## config.mk

```make
export PLATFORM = sky130hd
export DESIGN_NAME = ime_mv_cost_pipe
export DESIGN_NICKNAME = d
export VERILOG_FILES = /design/src/rtl/ime_mv_cost_pkg.sv /design/src/rtl/ime_se_len.sv /design/src/rtl/ime_mv_cost_pipe.sv
export SDC_FILE = /design/constraint.sdc
export NUM_CORES = 2
export LEC_CHECK = 0
export ABC_AREA = 1
export BUFFER_PORTS_ARGS = -buffer_cell sky130_fd_sc_hd__buf_2
export CAP_MARGIN = 20
export CORE_MARGIN = 4
export CORE_UTILIZATION = 30
export CTS_CLUSTER_DIAMETER = 40
export DETAILED_ROUTE_END_ITERATION = 10
export PLACE_DENSITY_LB_ADDON = 0.15
export SLEW_MARGIN = 10
export SYNTH_ARGS = -nofsm -noshare
export SYNTH_HDL_FRONTEND = slang
export SYNTH_HIERARCHICAL = 1
export SYNTH_SLANG_ARGS = --single-unit
```

## constraint.sdc

```tcl
create_clock -name clk -period 5.9 [get_ports clk]
set_input_delay 0.295 -clock clk [delete_from_list [all_inputs] [get_ports clk]]
set_output_delay 0.295 -clock clk [all_outputs]
set_load 0.02 [all_outputs]
```

## src/rtl/ime_mv_cost_pkg.sv

```systemverilog
// Shared constants and width helpers for the IME motion-vector rate-cost pipe.
// Optional window-minimum tracker is enabled with IME_MV_COST_BEST_EN.
package ime_mv_cost_pkg;

    localparam int SE_LEN_W   = 5;
    localparam int BITS_W     = 6;
    localparam int DEF_COST_W = 14;

    function automatic int mvd_width(input int imv_w, input int mvp_w);
        return ((imv_w + 2 > mvp_w) ? imv_w + 2 : mvp_w) + 1;
    endfunction

    function automatic int sat_max(input int w);
        return (1 << w) - 1;
    endfunction

    localparam int COST_MAX = sat_max(DEF_COST_W);

endpackage

```

## src/rtl/ime_se_len.sv

```systemverilog
// Signed Exp-Golomb code length of one mvd component.
// k = codeNum+1; length = 2*floor(log2 k)+1.
module ime_se_len
    import ime_mv_cost_pkg::*;
#(
    parameter int W = 11
) (
    input  logic signed [W-1:0]        mvd,
    output logic        [SE_LEN_W-1:0] len
);

    logic [W-1:0]        mag;
    logic [W:0]          k;
    logic [SE_LEN_W-1:0] msb;
    logic                pos;

    always_comb begin
        pos = !mvd[W-1] && (|mvd);
        mag = mvd[W-1] ? (~mvd + 1'b1) : mvd;
        k   = {mag, !pos};
        msb = '0;
        for (int i = 1; i <= W; i++) begin
            if (k[i]) msb = SE_LEN_W'(i);
        end
        len = {msb[SE_LEN_W-2:0], 1'b1};
    end

endmodule

```

## src/rtl/ime_mv_cost_pipe.sv

```systemverilog
// Three-stage multi-lane MV rate-cost engine with valid/ready backpressure.
// Define IME_MV_COST_BEST_EN to add the output-side window-minimum tracker.
module ime_mv_cost_pipe
    import ime_mv_cost_pkg::*;
#(
    parameter int LANES    = 16,
    parameter int IMV_W    = 7,
    parameter int MVP_W    = 10,
    parameter int LAMBDA_W = 9,
    parameter int COST_W   = DEF_COST_W
`ifdef IME_MV_COST_BEST_EN
    ,
    parameter int BEAT_W   = 8
`endif
) (
    input  logic                      clk,
    input  logic                      rstn,
    input  logic                      in_valid_i,
    output logic                      in_ready_o,
    input  logic                      in_last_i,
    input  logic [LAMBDA_W-1:0]       lambda_i,
    input  logic [MVP_W-1:0]          mvp_x_i,
    input  logic [MVP_W-1:0]          mvp_y_i,
    input  logic [LANES*IMV_W-1:0]    mv_x_i,
    input  logic [LANES*IMV_W-1:0]    mv_y_i,
    output logic                      out_valid_o,
    input  logic                      out_ready_i,
    output logic                      out_last_o,
    output logic [LANES*COST_W-1:0]   cost_o
`ifdef IME_MV_COST_BEST_EN
    ,
    output logic                      best_valid_o,
    output logic [COST_W-1:0]         best_cost_o,
    output logic [BEAT_W-1:0]         best_beat_o,
    output logic [$clog2(LANES)-1:0]  best_lane_o
`endif
);

    localparam int MVD_W  = mvd_width(IMV_W, MVP_W);
    localparam int PROD_W = BITS_W + LAMBDA_W;
    localparam int CMAX   = (COST_W == DEF_COST_W) ? COST_MAX : sat_max(COST_W);

    logic adv;
    assign adv        = !out_valid_o | out_ready_i;
    assign in_ready_o = adv;

    logic                       v0, last0;
    logic [LAMBDA_W-1:0]        lam0;
    logic signed [MVD_W-1:0]    dx0 [LANES];
    logic signed [MVD_W-1:0]    dy0 [LANES];
    logic signed [MVD_W-1:0]    dx_in [LANES];
    logic signed [MVD_W-1:0]    dy_in [LANES];
    logic signed [MVD_W-1:0]    px, py;

    logic                       v1, last1;
    logic [LAMBDA_W-1:0]        lam1;
    logic [BITS_W-1:0]          bits1 [LANES];
    logic [BITS_W-1:0]          bits_in [LANES];
    logic [LANES*COST_W-1:0]    cost_next;

    assign px = {{(MVD_W-MVP_W){mvp_x_i[MVP_W-1]}}, mvp_x_i};
    assign py = {{(MVD_W-MVP_W){mvp_y_i[MVP_W-1]}}, mvp_y_i};

    for (genvar g = 0; g < LANES; g++) begin : g_lane
        logic [IMV_W-1:0]    mx, my;
        logic [SE_LEN_W-1:0] lx, ly;
        logic [PROD_W-1:0]   prod;

        assign mx = mv_x_i[g*IMV_W +: IMV_W];
        assign my = mv_y_i[g*IMV_W +: IMV_W];
        // Integer-pel candidate is scaled to quarter-pel before subtraction.
        assign dx_in[g] = {{(MVD_W-IMV_W-2){mx[IMV_W-1]}}, mx, 2'b00} - px;
        assign dy_in[g] = {{(MVD_W-IMV_W-2){my[IMV_W-1]}}, my, 2'b00} - py;

        ime_se_len #(.W(MVD_W)) u_len_x (.mvd(dx0[g]), .len(lx));
        ime_se_len #(.W(MVD_W)) u_len_y (.mvd(dy0[g]), .len(ly));

        assign bits_in[g] = BITS_W'(lx) + BITS_W'(ly);
        assign prod = PROD_W'(bits1[g]) * PROD_W'(lam1);
        assign cost_next[g*COST_W +: COST_W] =
            (prod > PROD_W'(CMAX)) ? COST_W'(CMAX) : COST_W'(prod);
    end

    always_ff @(posedge clk or negedge rstn) begin
        if (!rstn) begin
            v0          <= 1'b0;
            last0       <= 1'b0;
            lam0        <= '0;
            v1          <= 1'b0;
            last1       <= 1'b0;
            lam1        <= '0;
            out_valid_o <= 1'b0;
            out_last_o  <= 1'b0;
            cost_o      <= '0;
            for (int i = 0; i < LANES; i++) begin
                dx0[i]   <= '0;
                dy0[i]   <= '0;
                bits1[i] <= '0;
            end
        end else if (adv) begin
            v0          <= in_valid_i;
            last0       <= in_valid_i & in_last_i;
            lam0        <= lambda_i;
            v1          <= v0;
            last1       <= last0;
            lam1        <= lam0;
            out_valid_o <= v1;
            out_last_o  <= last1;
            cost_o      <= cost_next;
            for (int i = 0; i < LANES; i++) begin
                dx0[i]   <= dx_in[i];
                dy0[i]   <= dy_in[i];
                bits1[i] <= bits_in[i];
            end
        end
    end

`ifdef IME_MV_COST_BEST_EN
    localparam int LANE_W = $clog2(LANES);

    logic              hs, fresh, take;
    logic [COST_W-1:0] bmin, run_cost, nx_cost;
    logic [LANE_W-1:0] blane, run_lane, nx_lane;
    logic [BEAT_W-1:0] beat_cnt, cur_beat, run_beat, nx_beat;

    assign hs = out_valid_o & out_ready_i;

    // Strict compares keep the earliest lane and beat on ties.
    always_comb begin
        bmin  = cost_o[COST_W-1:0];
        blane = '0;
        for (int i = 1; i < LANES; i++) begin
            if (cost_o[i*COST_W +: COST_W] < bmin) begin
                bmin  = cost_o[i*COST_W +: COST_W];
                blane = LANE_W'(i);
            end
        end
        cur_beat = fresh ? '0 : beat_cnt;
        take     = fresh | (bmin < run_cost);
        nx_cost  = take ? bmin : run_cost;
        nx_lane  = take ? blane : run_lane;
        nx_beat  = take ? cur_beat : run_beat;
    end

    always_ff @(posedge clk or negedge rstn) begin
        if (!rstn) begin
            fresh        <= 1'b1;
            beat_cnt     <= '0;
            run_cost     <= '0;
            run_lane     <= '0;
            run_beat     <= '0;
            best_valid_o <= 1'b0;
            best_cost_o  <= '0;
            best_lane_o  <= '0;
            best_beat_o  <= '0;
        end else begin
            best_valid_o <= hs & out_last_o;
            if (hs) begin
                fresh    <= out_last_o;
                beat_cnt <= cur_beat + 1'b1;
                run_cost <= nx_cost;
                run_lane <= nx_lane;
                run_beat <= nx_beat;
                if (out_last_o) begin
                    best_cost_o <= nx_cost;
                    best_lane_o <= nx_lane;
                    best_beat_o <= nx_beat;
                end
            end
        end
    end
`endif

endmodule

```

==> flow_summary.json <==
{
  "outcome": "finished, final reports clean",
  "initial_core_util": 0.301,
  "grt_max_degree": 139,
  "root_buffer": "clkbuf_16",
  "grt_pass1_wl_um": 432000,
  "final.min_clock_period_ps": 4620,
  "crit_buf_inv": 5,
  "min_path_type": "in -> reg",
  "maxCapViolCount": 0,
  "async_flop_share": 1.00,
  "whs_path_depth": 5,
  "yosysUniqueCellTypes": 37,
  "htree_levels": 4,
  "via_per_inst": 4.45,
  "yosysSeqAreaShare": 0.193,
  "maxSlewHeadroom": 0.352,
  "drive_above_1_share": 0.0917,
  "synth_area_leaders": "nand2_1 (19%), dfrtp_1 (19%), inv_1 (13%)",
  "die_area_sq_um": 283000,
  "syn_inst": 12900,
  "core_sq_um": 273000,
  "ant_nets": 0,
  "timing.rr.start": "lam1[2]",
  "setup_viol_count_final": 0,
  "timing_hold_violations_final": 0,
  "r2r_cells": 18,
  "r2r_slack_ps": 1280,
  "synth-main-ff-cell": "dfrtp_1",
  "vias": 76200,
  "synth_top_cell_by_area": "nand2_1",
  "synth-edff-count": 0,
  "grt_pass1_vias": 73800,
  "synth_nets": 14400,
  "critPathCaptureType": "register",
  "crit_top_cell": "nand2_1",
  "die_w_um": 532,
  "antenna_found_initial": 13,
  "syn_area_per_cell_sq_um": 6.39,
  "drv_slew": 0,
  "clk_path_buf_depth": 4,
  "cp_max_fo": 39,
  "cp.required_ps": 6580,
  "hold_path_startpoint": "out_ready_i",
  "rows": 192,
  "io_pins": 485,
  "numClockSinks": 636,
  "setup_tns_ps": 0,
  "syn_area_sq_um": 82300,
  "clock_latency_ps": 820,
  "slowest_stage": "dfrtp_4",
  "fp.dieH_um": 532,
  "grt_overflow": 0,
  "max_freq_mhz": 216,
  "path_clk_slew_ps": 50,
  "gp_routability_congestion": 0.841,
  "synth-seq-cells": 636,
  "fin_nets": 14900,
  "r2r-end": "cost_o[215]",
  "cts_buffers": 181,
  "yosysMostFrequentCell": "nand2_1",
  "netlist.area_leader.share": 0.194,
  "rsz0062_at_grt": "false",
  "first_iter_violations": 3902,
  "first_pass_iters": 5,
  "path_class": "reg -> reg",
  "cp_top_family": "adder cells",
  "path_cells": "buf_4 -> nand2_1 -> inv_1 -> fa_1 -> fa_1 -> inv_1 -> fa_1 -> inv_1 -> ha_1 -> nand2_1 -> nor2_1 -> nand3_1 -> nand3_2 -> nand2_1 -> nand2_2 -> nand2_1 -> nand2_1 -> inv_1",
  "fill_cells": 30200,
  "fin_crit_sh": 0.783,
  "yosys_warnings": 6,
  "synthTopCellsByCount": "nand2_1 (4247), inv_1 (2799), nor2_1 (895)",
  "numPortBuffers": 484,
  "critPathMaxStageDelay_ps": 830,
  "finalClockSkew_ps": 67.4,
  "startpoint_type": "register",
  "crit_arrival_ps": 5300,
  "grt_usage": 0.193,
  "wl_per_cell_um": 16.1,
  "dp_hpwl_um": 214000,
  "tritoncts": "yes",
  "syn_to_final_growth_pct": 17.1,
  "crit_path_start": "lam1[2]",
  "worstMarginPinSlew_ps": 970,
  "wl_um": 276000,
  "drcViolationCount": 0,
  "hold_end": "dy0[76]"
}
-- layout make-up --
class	count	area (sq um)	area share
antenna	4	10.0	0.000104
clock buffer	228	4930	0.0511
clock inverter	91	1460	0.0152
inverter	2804	10500	0.109
multi-input combinational	9017	53800	0.558
sequential	636	16000	0.166
tap	3589	4490	0.0466
timing repair buffer	751	5180	0.0538
-- sequential cells by signal, indices dropped and copies added (netlist names) --
signal       count
out_last_o       1
last0            1
out_valid_o      1
bits1           96
lam1             9
v1               1
v0               1
last1            1
dx0            146
dy0            146
lam0             9
cost_o         224
-- cells by family (layout without fill, tap and decap cells) --
kind of cell    after synthesis  count (layout)  synth area share
xor+xnor                    216             216            0.0230
compound gates             1002            1002            0.0654
simple gates               6549            6549             0.335
other cells                  32              36           0.00146
fa+ha+maj                  1218            1218             0.229
buf+inv                    3221            3874             0.153
flops                       636             636             0.193
-- stage by stage --
stage | std cells | hold WS, ps | util | setup WS (ps) | area (sq um)
6_report | 17100 | 44.1 | 0.353 | 1280 | 96400
5_1_grt | 17100 | 19.8 | 0.353 | 861 | 96400
4_1_cts | 17100 | 0.216 | 0.352 | 1210 | 96400
3_5_place_dp | 16600 | 358 | 0.322 | 1250 | 88100
3_3_place_gp | 16600 | 366 | 0.322 | 1290 | 88100
2_1_floorplan | 12900 | -0.591 | - | 1880 | 82300
-- worst max-delay path by stage --
stage | cells after the start | to
CTS | 18 | cost_o[215]
finish | 18 | cost_o[215]
floorplan | 21 | cost_o[201]
detailed placement | 18 | cost_o[215]
global route | 20 | cost_o[58]
global placement | 18 | cost_o[85]
-- repair_timing --
action | CTS | global route
hold buffers | 189 | 0
buffers inserted | 0 | 0
gates resized for setup | 0 | 0
hold endpoints to repair | 295 | 0
-- routing by layer --
| metal | GRT usage | part of all wire |
|---|---|---|
| met4 | 0.0439 | 0.024 |
| met2 | 0.311 | 0.44 |
| met5 | 0 | 0.000047 |
| met3 | 0.0234 | 0.037 |
| met1 | 0.275 | 0.50 |
-- worst min-delay path: stages --
cell and delay (ps):
buf_2 100, nor2_4 90, buf_12 190, nand2_1 90, nand2_1 50
-- cell usage in the layout (no fill, tap or decap), types with 334 or more instances in the layout --
cell type	netlist	layout
o21ai_0	334	334
nand2_1	4247	4247
nor2_1	895	895
fa_1	480	480
dfrtp_1	636	625
inv_1	2799	2796
nand3_1	790	790
ha_1	738	736
buf_2	115	483
a21oi_1	467	467
Power is left out: the tool's default activity adds up to more than one toggle a clock period on the data nets, which glitch-free logic cannot reach.
